===== config.mk =====
export PLATFORM = sky130hd
export DESIGN_NAME = timer_dev_flat
export DESIGN_NICKNAME = d
export VERILOG_FILES = /design/src/rtl/timer_pkg.sv /design/src/rtl/timer_dev_if.sv /design/src/rtl/timer_prescaler.sv /design/src/rtl/timer_dev.sv /design/src/flat_wrapper.sv
export SDC_FILE = /design/constraint.sdc
export NUM_CORES = 1
export LEC_CHECK = 0
export CAP_MARGIN = 10
export CORE_ASPECT_RATIO = 2
export CORE_UTILIZATION = 46
export CTS_BUF_LIST = sky130_fd_sc_hd__clkbuf_16
export CTS_CLUSTER_DIAMETER = 60
export CTS_CLUSTER_SIZE = 28
export DETAILED_ROUTE_END_ITERATION = 6
export PLACE_DENSITY = 0.86
export SYNTH_ARGS = -nofsm -noshare
export SYNTH_HDL_FRONTEND = slang
export SYNTH_SLANG_ARGS = --single-unit

===== constraint.sdc =====
create_clock -name clk -period 6.65 [get_ports clk]
set_clock_uncertainty 0.15 [all_clocks]
set_input_delay 1.33 -clock clk [delete_from_list [all_inputs] [get_ports clk]]
set_output_delay 1.33 -clock clk [all_outputs]
set_load 0.05 [all_outputs]

===== src/rtl/timer_pkg.sv =====
// Shared definitions for the memory-mapped countdown timer.
package timer_pkg;

  localparam int unsigned DATA_W = 32;
  localparam int unsigned BE_W   = 4;
  localparam int unsigned PSC_W  = 8;
  localparam int unsigned CTRL_W = 4;

  // Register offsets (word index taken from addr[3:2])
  localparam logic [1:0] CTRL_OFS   = 2'd0;
  localparam logic [1:0] PRESET_OFS = 2'd1;
  localparam logic [1:0] COUNT_OFS  = 2'd2;
  localparam logic [1:0] PSC_OFS    = 2'd3;

  // CTRL bit positions
  localparam int unsigned CTRL_EN_BIT   = 0;
  localparam int unsigned CTRL_MODE_LSB = 1;
  localparam int unsigned CTRL_MODE_MSB = 2;
  localparam int unsigned CTRL_IM_BIT   = 3;

  // MODE codes; anything other than auto-reload behaves as one-shot
  localparam logic [1:0] MODE_ONESHOT = 2'b00;
  localparam logic [1:0] MODE_RELOAD  = 2'b01;

  typedef enum logic [1:0] {
    ST_IDLE = 2'd0,
    ST_LOAD = 2'd1,
    ST_CNT  = 2'd2,
    ST_INT  = 2'd3
  } state_e;

  // Byte-lane merge of a bus write into an existing register value
  function automatic logic [DATA_W-1:0] merge_bytes(
    input logic [DATA_W-1:0] old_v,
    input logic [DATA_W-1:0] new_v,
    input logic [BE_W-1:0]   be
  );
    logic [DATA_W-1:0] res;
    res = old_v;
    for (int i = 0; i < int'(BE_W); i++) begin
      if (be[i]) res[8*i +: 8] = new_v[8*i +: 8];
    end
    return res;
  endfunction

endpackage


===== src/rtl/timer_dev_if.sv =====
// Data-bus port between the system bridge (master) and the timer (slave).
interface timer_dev_if;
  import timer_pkg::*;

  logic              sel;
  logic [DATA_W-1:0] addr;
  logic [BE_W-1:0]   byteen;
  logic [DATA_W-1:0] wdata;
  logic [DATA_W-1:0] rdata;

  modport master (output sel, output addr, output byteen, output wdata, input rdata);
  modport slave  (input sel, input addr, input byteen, input wdata, output rdata);
endinterface


===== src/rtl/timer_prescaler.sv =====
// Tick divider for the timer: one tick every (psc+1) cycles, restarted by i_load.
// Only built when TIMER_PRESCALE_EN is defined.
`ifdef TIMER_PRESCALE_EN
module timer_prescaler
  import timer_pkg::*;
(
  input  logic             clk,
  input  logic             reset,
  input  logic             i_load,
  input  logic [PSC_W-1:0] i_psc,
  output logic             o_tick_c
);

  logic [PSC_W-1:0] r_cnt;

  // Tick when the down-counter has run out and is not being restarted
  assign o_tick_c = !i_load && (r_cnt == '0);

  // Down-counter reloaded on restart and after every tick
  always_ff @(posedge clk or negedge reset) begin
    if (!reset) begin
      r_cnt <= '0;
    end else if (i_load || o_tick_c) begin
      r_cnt <= i_psc;
    end else begin
      r_cnt <= r_cnt - PSC_W'(1);
    end
  end

endmodule
`endif


===== src/rtl/timer_dev.sv =====
// Memory-mapped countdown timer with one-shot / auto-reload modes and a
// maskable interrupt. Define TIMER_PRESCALE_EN to add the PSC register at
// 0xC and a tick prescaler; otherwise the counter ticks every cycle.
module timer_dev
  import timer_pkg::*;
#(
  parameter logic [31:0] RESET_PRESET = 32'h0000_0000
) (
  input  logic        clk,
  input  logic        reset,
  timer_dev_if.slave  bus,
  output logic        irq
);

  state_e              r_state;
  logic [CTRL_W-1:0]   r_ctrl;
  logic [DATA_W-1:0]   r_preset;
  logic [DATA_W-1:0]   r_count;
  logic                r_flag;
  logic                r_irq;

  logic                w_wr;
  logic                w_ctrl_wr;
  logic                w_preset_wr;
  logic [CTRL_W-1:0]   w_ctrl_merged;
  logic [CTRL_W-1:0]   w_ctrl_nxt;
  logic [DATA_W-1:0]   w_preset_merged;
  logic                w_oneshot;
  logic                w_tick;
  logic [DATA_W-1:0]   w_rdata;
  logic                w_unused_addr;

  // Bus write decode; only addr[3:2] selects a register
  assign w_wr            = bus.sel && (bus.byteen != '0);
  assign w_ctrl_wr       = w_wr && (bus.addr[3:2] == CTRL_OFS);
  assign w_preset_wr     = w_wr && (bus.addr[3:2] == PRESET_OFS);
  assign w_ctrl_merged   = bus.byteen[0] ? bus.wdata[CTRL_W-1:0] : r_ctrl;
  assign w_preset_merged = merge_bytes(r_preset, bus.wdata, bus.byteen);
  assign w_oneshot       = (r_ctrl[CTRL_MODE_MSB:CTRL_MODE_LSB] != MODE_RELOAD);
  assign w_unused_addr   = ^{bus.addr[DATA_W-1:4], bus.addr[1:0]};

`ifdef TIMER_PRESCALE_EN
  logic [PSC_W-1:0] r_psc;
  logic             w_psc_wr;
  logic [PSC_W-1:0] w_psc_merged;

  assign w_psc_wr     = w_wr && (bus.addr[3:2] == PSC_OFS);
  assign w_psc_merged = bus.byteen[0] ? bus.wdata[PSC_W-1:0] : r_psc;

  timer_prescaler u_prescaler (
    .clk      (clk),
    .reset    (reset),
    .i_load   (r_state == ST_LOAD),
    .i_psc    (r_psc),
    .o_tick_c (w_tick)
  );

  // Prescale register
  always_ff @(posedge clk or negedge reset) begin
    if (!reset) begin
      r_psc <= '0;
    end else if (w_psc_wr) begin
      r_psc <= w_psc_merged;
    end
  end
`else
  assign w_tick = 1'b1;
`endif

  // Next CTRL value: one-shot expiry clears EN, a CPU write overrides it
  always_comb begin
    w_ctrl_nxt = r_ctrl;
    if ((r_state == ST_INT) && w_oneshot) w_ctrl_nxt[CTRL_EN_BIT] = 1'b0;
    if (w_ctrl_wr) w_ctrl_nxt = w_ctrl_merged;
  end

  // Combinational read mux; returns pre-edge values during a write
  always_comb begin
    w_rdata = '0;
    case (bus.addr[3:2])
      CTRL_OFS:   w_rdata = DATA_W'(r_ctrl);
      PRESET_OFS: w_rdata = r_preset;
      COUNT_OFS:  w_rdata = r_count;
`ifdef TIMER_PRESCALE_EN
      PSC_OFS:    w_rdata = DATA_W'(r_psc);
`else
      PSC_OFS:    w_rdata = '0;
`endif
      default:    w_rdata = '0;
    endcase
  end

  assign bus.rdata = w_rdata;
  assign irq       = r_irq;

  // Register file, countdown FSM, expiry flag and interrupt output
  always_ff @(posedge clk or negedge reset) begin
    if (!reset) begin
      r_state  <= ST_IDLE;
      r_ctrl   <= '0;
      r_preset <= RESET_PRESET;
      r_count  <= '0;
      r_flag   <= 1'b0;
      r_irq    <= 1'b0;
    end else begin
      r_ctrl <= w_ctrl_nxt;
      if (w_preset_wr) r_preset <= w_preset_merged;
      // CPU writes acknowledge the flag; an expiry in the same cycle still sets it
      if (w_ctrl_wr || w_preset_wr) r_flag <= 1'b0;

      case (r_state)
        ST_IDLE: begin
          // Start on the same edge that writes EN=1
          if (w_ctrl_nxt[CTRL_EN_BIT]) r_state <= ST_LOAD;
        end
        ST_LOAD: begin
          r_count <= r_preset;
          r_state <= ST_CNT;
        end
        ST_CNT: begin
          if (!r_ctrl[CTRL_EN_BIT]) begin
            r_state <= ST_IDLE;
          end else if (w_tick) begin
            if (r_count == '0) begin
              r_flag  <= 1'b1;
              r_state <= ST_INT;
            end else begin
              r_count <= r_count - DATA_W'(1);
            end
          end
        end
        ST_INT: begin
          if (w_oneshot) begin
            r_state <= ST_IDLE;
          end else begin
            r_flag  <= 1'b0;
            r_state <= ST_LOAD;
          end
        end
        default: r_state <= ST_IDLE;
      endcase

      r_irq <= r_flag & r_ctrl[CTRL_IM_BIT];
    end
  end

endmodule


===== src/flat_wrapper.sv =====
// flat-port wrapper written by rule: the top's interface ports become plain ports
module timer_dev_flat import timer_pkg::*;
#(
  parameter logic [31:0] RESET_PRESET = 32'h0000_0000
)
  (clk, reset, irq, bus_sel, bus_addr, bus_byteen, bus_wdata, bus_rdata);
  timer_dev_if bus_i ();
  input  logic clk;
  input  logic reset;
  output logic irq;
  input wire logic [$bits(bus_i.sel)-1:0] bus_sel;
  input wire logic [$bits(bus_i.addr)-1:0] bus_addr;
  input wire logic [$bits(bus_i.byteen)-1:0] bus_byteen;
  input wire logic [$bits(bus_i.wdata)-1:0] bus_wdata;
  output wire logic [$bits(bus_i.rdata)-1:0] bus_rdata;
  assign bus_i.sel = bus_sel;
  assign bus_i.addr = bus_addr;
  assign bus_i.byteen = bus_byteen;
  assign bus_i.wdata = bus_wdata;
  assign bus_rdata = bus_i.rdata;
  timer_dev #(.RESET_PRESET(RESET_PRESET)) u_core (.clk(clk), .reset(reset), .bus(bus_i), .irq(irq));
endmodule

# == Word level (Yosys, flattened, before mapping) ==
# Cells that the tools add are included.
# totals
mem_count,0
romBits,0
latch_bits,0
reg_bits,72
input_bits,71
mem_bits_rw,0
elab_cells,57
output_inout_bits,33
# classes
addsub,1
div_mod_pow,0
n_reduce_logical,17
mul,0
magnitude_cmp,0
eq_ne,11
n_mux,17
shift,0
bitwise,1
# op_table
op,count
32-bit one-hot mux with 4 select lines,1
32-bit 2-to-1 mux,2
32-bit one-hot mux with 2 select lines,1
32-bit zero test,1
"32-bit by 1-bit subtractor with 32-bit output, second input constant",1
2-bit AND reduction,6
"2-bit == test, second input constant",4
1-bit 2-to-1 mux,8
2-bit one-hot mux with 4 select lines,1
2-bit 2-to-1 mux,3
"2-bit by 1-bit inequality test with 1-bit output, second input constant",3
"2-bit by 1-bit == test with 1-bit output, second input constant",2
1-bit logical AND,4
2-bit zero test,2
4-bit nonzero test,1
"3-bit inequality test, second input constant",1
3-bit AND reduction,1
"2-bit inequality test, second input constant",1
1-bit one-hot mux with 2 select lines,1
2-bit nonzero test,1
1-bit bitwise AND,1
1-bit logical OR,1

# == Longest topological paths before layout ==
# logic_depth
ltp_word,8
depth_mapped,9
mapped_depth_nobuf,7

# == Worst setup path after synthesis ==
# Ideal clock, no wire load.
# synth_path
path_kind,input to output
startpoint,input port bus_addr[2]
endpoint,output port bus_rdata[11]
setup_slack_ps,2172
arrival_time_ps,2998
stages,6
n_path_buf,4
path_cell_list,clkbuf_1 -> nor2b_1 -> clkbuf_1 -> clkbuf_1 -> buf_1 -> a22o_1
# synth_between
elab_chain_cells,2
# synth_rtl
element,line_no,text
"start, declared",flat_wrapper.sv:12,input wire logic [$bits(bus_i.addr)-1:0] bus_addr;
2-bit == test (tied with other cells),timer_dev.sv:80,case (bus.addr[3:2])
32-bit one-hot mux with 4 select lines *,timer_dev.sv:80,
"end, declared",flat_wrapper.sv:15,output wire logic [$bits(bus_i.rdata)-1:0] bus_rdata;
# Every way passes the cells marked *; elsewhere a longest branch is shown, timed or not.

# == Final worst setup path ==
# layout_path
startpoint,input port bus_addr[2]
endpoint,output port bus_rdata[8]
# The elaborated chain is that of the path after synthesis.

==> results.cfg <==
[status]
status = finished, final reports clean

[hold_path]
whs_path_depth = 1
worstHoldStart = u_core.r_flag
whs_endpoint = u_core.irq
hold_class = reg2reg

[sta]
final-setup-viol-count = 0
period_share = 0.778
whs_ps = 355
rsz0062_at_grt = false
period_needed_ps = 5180
fmax_mhz = 193
hold_viol_final = 0
slew_headroom = 0.297
drv_slew = 0
fin_setup_tns_ps = 0
tightest_slew_ps = 1050

[cts]
ctsHoldBuffers = 0
cts_resized = 0
cts_tree = yes
cts-buffers-inserted = 9
clockBufferDepth = 2
post_cts_buffers = 0
clkSinkCount = 72
cts_root_buf = clkbuf_16
cts_max_level = 3
cts.clk_slew.worst_paths_ps = 50
worstSkewPairLatency_ps = 340

[place]
port_buffers = 73
dp_hpwl_mm = 8.21
gp_congestion = 0.882

[yosys]
synth_edf_count = 0
synth.area.mux_share = 0.113
synthAdderAreaFrac = 0.0175
yosys.cell_types.count = 61
seq_area_frac_synth = 0.420
synthSimpleGateAreaFrac = 0.197
synth_flop_cell = dfrtp_1
syn_avg_cell_area_sq_um = 10.1
async_flop_share = 1.00
synth_xor_area_frac = 0
syn_nets = 501
synth-seq-cells = 72
synth_top_family_by_area = compound AO/OA/AOI/OAI gates
synth_compound_area_frac = 0.213
ys_warn_count = 0
syn_inst = 424
syn_area_sq_um = 4290

[worst_setup_path]
r2r-end = u_core.r_count[7]
crit_required_ps = 5170
r2r_start = u_core.r_state[1]
cp_data_arrival_time_ps = 3700
worstPathMaxFanout = 32
end_kind = output pin
startpoint_type = input port
rrSetupSlack_ps = 3560
critical_path_class = in2out
ff2ff_path_depth = 7

[global_route]
overflow = 0
grt_pass1_wl_mm = 19.3
antenna_found_initial = 0
grt_max_degree = 73
grtUsageTotal = 0.248
grt_pass1_vias = 3950

[route]
routed_wirelength_mm = 11.8
drtPass1Iterations = 7
ant_nets = 0
drc = 0
viasPerCell = 6.59
drt_iter0_markers = 373
wl_per_cell_um = 19.9
vias = 3902

[job]
timing.max_cap.violations = 0

[layout]
drive_above_1_share = 0.161
antenna_cells = 0
area_growth_pct = 25.3
nets = 563
final_cell_mix = clkdlybuf4s50_1 (72), dfrtp_1 (72), mux2_2 (34)

[floorplan]
top_level_ports = 104
die-area_sq_um = 9730
core_region_area_sq_um = 9010
fp-row-count = 49
die_h_um = 139
die_w_um = 70.3
start_util = 0.475

[power_and_ir_drop]
p_leak_nw = 2.14
power_density_nw_per_um2 = 457
peakVddDrop_mv = 0.221
total_power_mw = 2.46
[area by class of cell]
type / instances / area (sq um)
Fill cell: 768 / 3640
Multi-Input combinational cell: 312 / 2320
Sequential cell: 72 / 1800
Timing Repair Buffer: 79 / 771
Clock buffer: 9 / 225
Tap cell: 102 / 128
Clock inverter: 6 / 77.6
Inverter: 12 / 45.0
[synthesized netlist by cell type, types with 3 or more instances]
cell type / count / area (sq um)
a211oi_1: 10 / 75.1
a21oi_1: 8 / 40.0
a22o_1: 28 / 245
a311oi_1: 11 / 96.3
a31oi_1: 4 / 25.0
and2_1: 7 / 43.8
and3_1: 4 / 25.0
and4_1: 4 / 35.0
clkbuf_1: 21 / 78.8
dfrtp_1: 72 / 1800
ha_1: 6 / 75.1
inv_1: 12 / 45.0
mux2_2: 34 / 383
mux2i_1: 10 / 100
nand2_1: 27 / 101
nand2b_1: 3 / 18.8
nand3_1: 14 / 70.1
nand3b_1: 3 / 22.5
nand4_1: 10 / 62.6
nor2_1: 30 / 113
nor2b_1: 5 / 31.3
nor3_1: 23 / 115
nor4_1: 7 / 43.8
nor4_4: 3 / 63.8
o21ai_0: 12 / 60.1
o22ai_1: 7 / 43.8
or3_1: 4 / 25.0
[flip-flops by register name, summed over array words and instances, names as in the netlist]
| name | count |
|---|---|
| u_core.irq | 1 |
| u_core.r_state | 2 |
| u_core.r_flag | 1 |
| u_core.r_preset | 32 |
| u_core.r_ctrl | 4 |
| u_core.r_count | 32 |
[stage by stage]
step	instances	worst slack (ps)	area [sq um]	util
after detailed placement	577	1500	5060	0.562
after global routing	592	1420	5370	0.596
after CTS	592	1490	5370	0.596
after floorplan	424	2170	4290	-
after global placement	577	1530	5060	0.562
final	592	1470	5370	0.596
[worst max-delay path: stages]
cell and delay (ps):
clkdlybuf4s50_1 710, nor2b_2 210, buf_4 340, a22o_1 250, clkdlybuf4s50_1 810
[how the worst max path moves through the flow]
stage,from,to,slack (ps)
floorplan,bus_addr[2],bus_rdata[11],2170
global route,bus_addr[2],bus_rdata[8],1420
detailed placement,bus_addr[2],bus_rdata[8],1500
CTS,bus_addr[2],bus_rdata[8],1490
finish,bus_addr[2],bus_rdata[8],1470
global placement,bus_addr[2],bus_rdata[13],1530
[power breakdown]
group          switching (mW)  internal [mW]
combinational           0.679          0.446
sequential              0.231          0.602
clock                   0.176          0.322
total                    1.09           1.37
[metal layers]
layer	part of all wire	vias to the layer above	GRT usage
met2	0.55	185	0.438
met5	0	-	0
met4	0.035	0	0.135
met3	0.056	44	0.0430
met1	0.36	1917	0.276
li1	-	1756	-
[logic make-up (layout without fill, tap and decap cells)]
| group | count (synthesis) | in the layout |
|---|---|---|
| fa+ha+maj | 6 | 6 |
| compound gates | 110 | 110 |
| flops | 72 | 72 |
| simple gates | 152 | 152 |
| buf+inv | 40 | 106 |
| mux | 44 | 44 |
Power figures use the tool's default switching activity.
